`src/rtl/sram_2rw_array.sv`:
```
// sram_2rw_array
//   Parametrised two-port (2RW) synchronous SRAM behavioural macro. Both ports
//   share one clock and can read or write any word. Adds per-byte write
//   masks, a fixed collision policy (reads see old data, port 1 wins
//   overlapping write bytes), an optional output pipeline stage, read-valid
//   strobes and a post-reset sequencer that zeroes the array.
//
// Ports
//   CE            clock, rising edge, shared by both ports
//   RSTB          asynchronous active-low reset
//   CSB1/CSB2     chip select, active-low
//   WEB1/WEB2     write enable, active-low
//   OEB1/OEB2     read enable, active-low
//   A1/A2         word address
//   I1/I2         write data
//   M1/M2         per-byte write mask, active-high
//   O1/O2         read data (holds last value between reads)
//   V1/V2         one-cycle pulse marking new data on O1/O2
//   BUSY          high while the clear sequence runs; requests are dropped
module sram_2rw_array #(
  parameter int DATA_W         = 8,
  parameter int ADDR_W         = 5,
  parameter int DEPTH          = 32,
  parameter int OUT_REG        = 0,
  parameter int CLEAR_ON_RESET = 1
) (
  input  logic                CE,
  input  logic                RSTB,
  input  logic                CSB1,
  input  logic                CSB2,
  input  logic                WEB1,
  input  logic                WEB2,
  input  logic                OEB1,
  input  logic                OEB2,
  input  logic [ADDR_W-1:0]   A1,
  input  logic [ADDR_W-1:0]   A2,
  input  logic [DATA_W-1:0]   I1,
  input  logic [DATA_W-1:0]   I2,
  input  logic [DATA_W/8-1:0] M1,
  input  logic [DATA_W/8-1:0] M2,
  output logic [DATA_W-1:0]   O1,
  output logic [DATA_W-1:0]   O2,
  output logic                V1,
  output logic                V2,
  output logic                BUSY
);

  localparam int NB = DATA_W / 8;

  typedef enum logic {
    ST_CLEAR,
    ST_READY
  } state_e;

  localparam state_e           RESET_STATE = (CLEAR_ON_RESET != 0) ? ST_CLEAR : ST_READY;
  // One extra bit so DEPTH == 2**ADDR_W is representable in the range check.
  localparam logic [ADDR_W:0]   DEPTH_C     = (ADDR_W + 1)'(DEPTH);
  localparam logic [ADDR_W-1:0] LAST_C      = ADDR_W'(DEPTH - 1);

  state_e              state_q, state_d;
  logic [ADDR_W-1:0]   cnt_q, cnt_d;

  // --------------------------------------------------------------------------
  // Clear sequencer
  // --------------------------------------------------------------------------
  // NOTE: sequential state uses non-blocking assignments so every flop samples
  // the pre-edge value of every other flop, independent of block ordering.
  always_ff @(posedge CE or negedge RSTB) begin
    if (!RSTB) begin
      state_q <= RESET_STATE;
      cnt_q   <= '0;
    end else begin
      state_q <= state_d;
      cnt_q   <= cnt_d;
    end
  end

  // NOTE: every signal written here gets a default first, so no path through
  // the case statement can leave it unassigned and infer a latch.
  always_comb begin
    state_d = state_q;
    cnt_d   = cnt_q;
    case (state_q)
      ST_CLEAR: begin
        cnt_d = cnt_q + 1'b1;
        if (cnt_q == LAST_C) begin
          state_d = ST_READY;
          cnt_d   = '0;
        end
      end
      default: ;
    endcase
  end

  assign BUSY = (state_q == ST_CLEAR);

  // --------------------------------------------------------------------------
  // Request decode: requests only count once the array is ready.
  // --------------------------------------------------------------------------
  logic ready;
  logic re1, re2, we1, we2;
  logic inr1, inr2;

  assign ready = (state_q == ST_READY);
  assign re1   = ready & ~CSB1 & ~OEB1;
  assign re2   = ready & ~CSB2 & ~OEB2;
  assign we1   = ready & ~CSB1 & ~WEB1;
  assign we2   = ready & ~CSB2 & ~WEB2;
  assign inr1  = ({1'b0, A1} < DEPTH_C);
  assign inr2  = ({1'b0, A2} < DEPTH_C);

  // --------------------------------------------------------------------------
  // Storage array
  // --------------------------------------------------------------------------
  logic [DATA_W-1:0] mem_q [DEPTH];

  // NOTE: the array has no reset term; it models a RAM macro whose cells are
  // not resettable, and zeroing it is the job of the clear sequencer.
  always_ff @(posedge CE) begin
    if (state_q == ST_CLEAR) begin
      mem_q[cnt_q] <= '0;
    end else begin
      // Port 2 is applied first so that, for a byte both ports write at the
      // same address, the later port-1 assignment is the one that sticks.
      for (int b = 0; b < NB; b++) begin
        if (we2 && inr2 && M2[b]) mem_q[A2][8*b +: 8] <= I2[8*b +: 8];
        if (we1 && inr1 && M1[b]) mem_q[A1][8*b +: 8] <= I1[8*b +: 8];
      end
    end
  end

  // Reads sample the array before this edge's writes land, so any same-cycle
  // write on either port is invisible to the read (old-data policy).
  logic [DATA_W-1:0] rd1, rd2;
  assign rd1 = inr1 ? mem_q[A1] : '0;
  assign rd2 = inr2 ? mem_q[A2] : '0;

  // --------------------------------------------------------------------------
  // Output path
  // --------------------------------------------------------------------------
  if (OUT_REG != 0) begin : g_out_reg
    logic              s_v1_q, s_v2_q;
    logic [DATA_W-1:0] s_d1_q, s_d2_q;

    always_ff @(posedge CE or negedge RSTB) begin
      if (!RSTB) begin
        s_v1_q <= 1'b0;
        s_v2_q <= 1'b0;
        s_d1_q <= '0;
        s_d2_q <= '0;
        V1     <= 1'b0;
        V2     <= 1'b0;
        O1     <= '0;
        O2     <= '0;
      end else begin
        s_v1_q <= re1;
        s_v2_q <= re2;
        if (re1) s_d1_q <= rd1;
        if (re2) s_d2_q <= rd2;
        V1 <= s_v1_q;
        V2 <= s_v2_q;
        if (s_v1_q) O1 <= s_d1_q;
        if (s_v2_q) O2 <= s_d2_q;
      end
    end
  end else begin : g_out_direct
    always_ff @(posedge CE or negedge RSTB) begin
      if (!RSTB) begin
        V1 <= 1'b0;
        V2 <= 1'b0;
        O1 <= '0;
        O2 <= '0;
      end else begin
        V1 <= re1;
        V2 <= re2;
        if (re1) O1 <= rd1;
        if (re2) O2 <= rd2;
      end
    end
  end

endmodule

```
`config.mk`:
```
export PLATFORM = sky130hd
export DESIGN_NAME = sram_2rw_array
export DESIGN_NICKNAME = d
export VERILOG_FILES = /design/src/rtl/sram_2rw_array.sv
export SDC_FILE = /design/constraint.sdc
export NUM_CORES = 1
export LEC_CHECK = 0
export CORE_ASPECT_RATIO = 1.5
export CORE_MARGIN = 2
export CORE_UTILIZATION = 62
export DETAILED_ROUTE_END_ITERATION = 8
export PLACE_DENSITY_LB_ADDON = 0.25
export SLEW_MARGIN = 40
export SYNTH_ARGS = -nofsm -noshare
export SYNTH_HDL_FRONTEND = slang
export SYNTH_SLANG_ARGS = --single-unit
```
`constraint.sdc`:
```
create_clock -name CE -period 3.2 [get_ports CE]
set_input_delay 0.64 -clock CE [delete_from_list [all_inputs] [get_ports CE]]
set_output_delay 0.64 -clock CE [all_outputs]
set_load 0.03 [all_outputs]
```
# Word-level counts from Yosys, hierarchy flattened

Memories as Yosys holds them, arrays and structs flattened. A register that Yosys moved wholly into a read port is not among the register bits.
Index checks and enable logic that the tools add are counted.
W data, S select, Z words.

Add/subtract/negate cells: 1
Equality and inequality tests: 1
Mux-type cells: 13
Bitwise gates (word level): 13
Reduce and logical (&&, ||, !) cells: 5

Operators with widths:

| operator              | number |
|---|---|
| $mux W1               | 10 |
| $mux W5               | 2 |
| $mux W8               | 1 |
| $reduce_or A8 Y1      | 1 |
| $not A1 Y1            | 7 |
| $and A1 B1 Y1         | 6 |
| $add A5 B1 Y5 const B | 1 |
| $eq A5 B5 Y1 const B  | 1 |
| $logic_and A1 B1 Y1   | 2 |
| $logic_not A1 Y1      | 2 |

Register bits after elaboration: 8
Bits in writable memories: 256
Input bits: 36
Output and inout bits: 19
Memories kept: 1

Memory list:

| name  | depth | bits a word | read ports | clocked after memory_dff | write ports | line | source |
|---|---|---|---|---|---|---|---|
| mem_q | 32    | 8           | 2          | 2                        | 2           | 115  | `logic [DATA_W-1:0] mem_q [DEPTH];` |

# Depth between registers and ports, before layout

Gate-level depths: netlist (run 1).

Depth after elaboration: 9
Mapped depth: 9

# Least setup slack after synthesis (run 1)

OpenSTA, ideal clock, no wires.

Path kind: input -> register
From: input CSB2
To: memory mem_q[0][0] (enable)
Setup time: 376 ps
Arrival time: 2223 ps
Data required time: 2824 ps
Setup slack: 600 ps
Stages: 6
Cells stage by stage: and4bb_2 -> buf_2 -> buf_2 -> mux2i_1 -> nand2_1 -> o22ai_1

RTL lines:

| element         | line | source |
|---|---|---|
| start, declared | 30   | `input logic CSB2,` |
| end, declared   | 115  |  |

==> flow_summary.ini, run 1 <==
[drt]
num_vias = 13679
firstDrtPassIters = 6
wire_per_inst_um = 31.81
via_per_inst = 7.106
drc_errors = 0
ant_nets = 0
routed_wl_mm = 61.24
drtIter0Drc = 1717

[sta]
fmax_mhz = 332.2
hold_viol = 0
min_period_ps = 3010
period_share_pct = 94.08
slew_violations = 0
rsz0062_at_grt = false
setup_viol = 0
fin_hold_ws_ps = 448.2
finClkSkew_ps = 10.38
maxSlewHeadroom_pct = 30.58
tightestPinTransition_ps = 1041

[global_routing]
grtUsageTotal_pct = 45.41
antenna_found_initial = 0
grt_pass1_wl_mm = 88.20
overflow = 0
grt_pass1_vias = 13420
grt_max_degree = 46

[clock_network]
cts.sinks = 280
postCtsHoldBufs = 0
cts_max_level = 1
cts-root-buf = clkbuf_16
clk_pin_slew_ps = 70
post_cts_resized = 0
cts_tree = built
ctsLongestPathBuffers = 3
insertion_delay_ps = 560
post_cts_buffers = 0
numCtsBuffers = 26

[placement]
dpl_cell_area_mm2 = 0.01765
place_hpwl_mm = 41.73
io_buffers = 54
gp_congestion = 1.099

[synth]
synth.ff_latch_count = 280
synth_area_leaders = edfxtp_1, mux2i_1, o21ai_0
synthCells = 1506
yosysUniqueCellTypes = 47
postSynthNetCount = 1544
avgSynthCellArea_um2 = 10.76
synth_top_area_share_pct = 47.45
synth_edf_count = 256
synthArstFlopShare_pct = 8.571
seq_area_frac_synth_pct = 51.15
synth_area_mm2 = 0.01620
yosysWarnings = 0
yosysTopAreaCell = edfxtp_1
synth_top_flop_cell = edfxtp_1

[floorplanning]
die-area_mm2 = 0.02747
die_x_um = 136.0
start_util_pct = 62.88
fp.dieH_um = 202.0
io_pins = 55
core_mm2 = 0.02576
num_rows = 72

[setup_path]
rrSetupSlack_ps = 660
required_ps = 3650
crit_type = primary input to register
crit_arrival_ps = 3460
endpoint_kind = register
cp_max_fo = 12
start_kind = primary input

[finish]
diodes = 0
fin_util_pct = 72.04
fillers = 1872
drive_gt1_share_pct = 15.70
multiInputGateArea_mm2 = 0.007213
final_area_mm2 = 0.01856
final_cell_mix = nand2_1, o21ai_0, edfxtp_1, mux2i_1, buf_4
area.growth.synth_to_final_pct = 14.56
area.sequential_mm2 = 0.008288
layout_commonest_cell = nand2_1
fin_nets = 1610

[power]
p_total_mw = 8.367
power_density_mw_per_mm2 = 450.8
leakagePower_nw = 7.043
ir_worst_vdd_mv = 0.5240

[job]
drv_cap = 0

[worst_hold_path]
hold_class = primary input to async pin

[run_status]
status = finished clean
==> path summary, 6_finish.rpt <==
check                       from      endpoint  cells past startpoint
max                        A2[2]         O2[3]                      6
min                         RSTB      cnt_q[4]                      2
max reg2reg                ready  mem_q[25][2]                      5
min reg2reg                O1[7]         O1[7]                      2
max in group asynchronous   RSTB         O1[7]                      2
min in group CE            O1[7]         O1[7]                      2
==> critical path: stages <==
cell,delay (ps)
clkdlybuf4s50_1,680
nor2_2,240
a22o_1,300
a221oi_1,820
o22ai_1,350
o41ai_1,400
==> where the power goes <==
part / switching [mW] / leakage (nW) / internal, mW
clock network: 1.38 / 0.442 / 1.98
registers: 0.0358 / 3.17 / 4.00
logic: 0.619 / 3.43 / 0.351
total: 2.04 / 7.04 / 6.33
==> sequential cells by signal (all words and copies together) (netlist names) <==
name   count
O1         8
O2         8
V1         1
V2         1
cnt_q      5
mem_q    256
ready      1
==> area by class of cell <==
cell class	count	area share (%)
Clock buffer	36	3.876
Clock inverter	12	1.025
Inverter	8	0.1618
Multi-Input combinational cell	1070	38.86
Sequential cell	280	44.65
Tap cell	333	2.245
Timing Repair Buffer	186	9.175
==> cells by family (layout without fill, tap and decap cells) <==
logic type / after synthesis / count (layout) / share of synthesized area [%]
fa+ha+maj: 2 / 2 / 0.1544
buf+inv: 156 / 242 / 4.525
simple gates: 403 / 403 / 10.70
flops: 280 / 280 / 51.15
compound gates: 446 / 446 / 16.36
mux: 219 / 219 / 17.11
==> synth_stat cells (all sizes together) (3+ instances only) <==
cell type and number:
o21ai 264, nand2 302, nor3 3, a41oi 3, buf 63, o41ai 8
nand3 17, mux4 46, a221oi 17, a22oi 54, a22o 17, o2111ai 4
mux2 4, clkbuf 85, and3 3, and2 3, mux2i 169, o22a 4
inv 8, a32oi 3, nor2b 9, edfxtp 256, nand3b 5, a21oi 24
nor2 47, nand2b 5, a31oi 4, o22ai 40, dfrtp 24
==> metrics by stage <==
stage          setup WS (ps)  TNS, ps  instances
2_1_floorplan          600.4        0       1506
3_3_place_gp          -16.50   -16.50       1877
3_5_place_dp          -38.45   -38.45       1877
4_1_cts                524.4        0       1925
5_1_grt                349.8        0       1925
6_report               189.6        0       1925
==> layer usage <==
layer / share of wire, % / global-route usage, %
met5: 0.067 / 1.111
met4: 10 / 38.02
met3: 12 / 9.882
met2: 47 / 71.72
met1: 31 / 52.22
Note: power is estimated with default switching activity, not from simulation.
==> inputs of run 2 (changes only) <==
--- a/config.mk
+++ b/config.mk
@@ -8,6 +8,7 @@
 export CORE_ASPECT_RATIO = 1.5
 export CORE_MARGIN = 2
 export CORE_UTILIZATION = 62
+export CTS_CLUSTER_SIZE = 20
 export DETAILED_ROUTE_END_ITERATION = 8
 export PLACE_DENSITY_LB_ADDON = 0.25
 export SLEW_MARGIN = 40
==> run 2 against run 1 <==
  * Setup slack improved by 73 ps
  * Critical path depth unchanged
  * Utilization unchanged
  * Critical path type unchanged
  * Critical endpoint unchanged
==> flow_summary.ini, run 2 (same netlist as run 1, synthesis figures left out) <==
[floorplanning]
die-area_mm2 = 0.02747
num_rows = 72
core_mm2 = 0.02576
die_x_um = 136.0
fp.dieH_um = 202.0
start_util_pct = 62.88
io_pins = 55

[clock_network]
insertion_delay_ps = 560
cts_tree = built
clk_pin_slew_ps = 70
numCtsBuffers = 26
cts.sinks = 280
postCtsHoldBufs = 0
post_cts_buffers = 0
post_cts_resized = 0
ctsLongestPathBuffers = 3
cts_max_level = 1
cts-root-buf = clkbuf_16

[setup_path]
required_ps = 3660
crit_arrival_ps = 3400
cp_slowest_cell = a221oi_1
endpoint_kind = register
crit_buf_inv = 1
cpPeakStageDelay_ps = 760
crit_type = primary input to register
cp_max_fo = 12
crit_chain = clkdlybuf4s50_1, nor2_2, a22o_1, a221oi_1, o22ai_1, o41ai_1
cp_top_family = compound AO/OA/AOI/OAI gates
start_kind = primary input

[drt]
num_vias = 13659
ant_nets = 0
drc_errors = 0
drtIter0Drc = 1844
firstDrtPassIters = 8
via_per_inst = 7.096
wire_per_inst_um = 31.80
routed_wl_mm = 61.22

[sta]
period_share_pct = 91.79
maxSlewHeadroom_pct = 36.85
min_period_ps = 2937
slew_violations = 0
rsz0062_at_grt = false
hold_viol = 0
setup_viol = 0
tightestPinTransition_ps = 947.2
fmax_mhz = 340.4
finClkSkew_ps = 10.29

[global_routing]
grt-busiest-layer = met2
antenna_found_initial = 0
met2_usage_pct = 71.74
grt_max_degree = 46
grtUsageTotal_pct = 45.41
grt_pass1_vias = 13428
grt_pass1_wl_mm = 88.21
met1_usage_pct = 52.22
globalRouteMet3Util_pct = 9.882
overflow = 0

[finish]
final_area_mm2 = 0.01856
drive_gt1_share_pct = 15.70
fillers = 1873
fin_util_pct = 72.04
area.growth.synth_to_final_pct = 14.56
layout_commonest_cell = nand2_1
fin_nets = 1610
diodes = 0
reg.largest.list = mem_q (256), O1 (8), O2 (8)
largest_reg_flops = 256
final_cell_mix = nand2_1, o21ai_0, edfxtp_1, mux2i_1, buf_4
regMostFlops = mem_q

[placement]
gp_congestion = 1.099
place_hpwl_mm = 41.73
io_buffers = 54
dpl_cell_area_mm2 = 0.01765

[power]
ir_worst_vdd_mv = 0.5216
power_density_mw_per_mm2 = 450.8
leakagePower_nw = 7.043

[worst_hold_path]
hold_class = primary input to async pin

[job]
drv_cap = 0

[run_status]
status = finished clean
run 2: stage by stage:
step / cells / TNS [ps] / power (mW) / setup WS [ps] / hold slack, ps
after global placement: 1877 / -16.50 / 5.036 / -16.50 / 492.0
after detailed placement: 1877 / -38.45 / 5.046 / -38.45 / 497.1
final: 1925 / 0 / 8.367 / 262.6 / 445.8
after CTS: 1925 / 0 / 8.322 / 524.4 / 450.5
after floorplan: 1506 / 0 / 4.624 / 600.4 / 344.4
after global routing: 1925 / 0 / 8.509 / 349.7 / 479.0
run 2: cell type report:
type | instances | area (µm²) | share of cell area, %
Timing Repair Buffer | 186 | 1703 | 9.175
Tap cell | 333 | 416.7 | 2.245
Clock inverter | 12 | 190.2 | 1.025
Multi-Input combinational cell | 1070 | 7213 | 38.86
Inverter | 8 | 30.03 | 0.1618
Clock buffer | 36 | 719.4 | 3.876
Sequential cell | 280 | 8288 | 44.65
run 2: final timing paths:
check	end	depth (start not counted)	slack, ps	start
setup / recovery	O2[3]	6	260	A2[2]
hold / removal	cnt_q[4]	2	450	RSTB
setup reg to reg	mem_q[25][2]	5	660	ready
hold reg to reg	O2[5]	2	520	O2[5]
max in group asynchronous	O1[7]	2	2480	RSTB
min in group CE	O2[5]	2	520	O2[5]
run 2: power breakdown:
group,switching [mW],total (mW),internal (mW)
registers,0.0364,4.04,4.00
clock network,1.38,3.36,1.98
logic,0.619,0.970,0.351
run 2: metal layers:
| layer | wire length (µm) | vias to the layer above |
|---|---|---|
| li1 | - | 5798 |
| met1 | 19270 | 6409 |
| met2 | 28740 | 1076 |
| met3 | 6894 | 374 |
| met4 | 6271 | 2 |
| met5 | 41 | - |
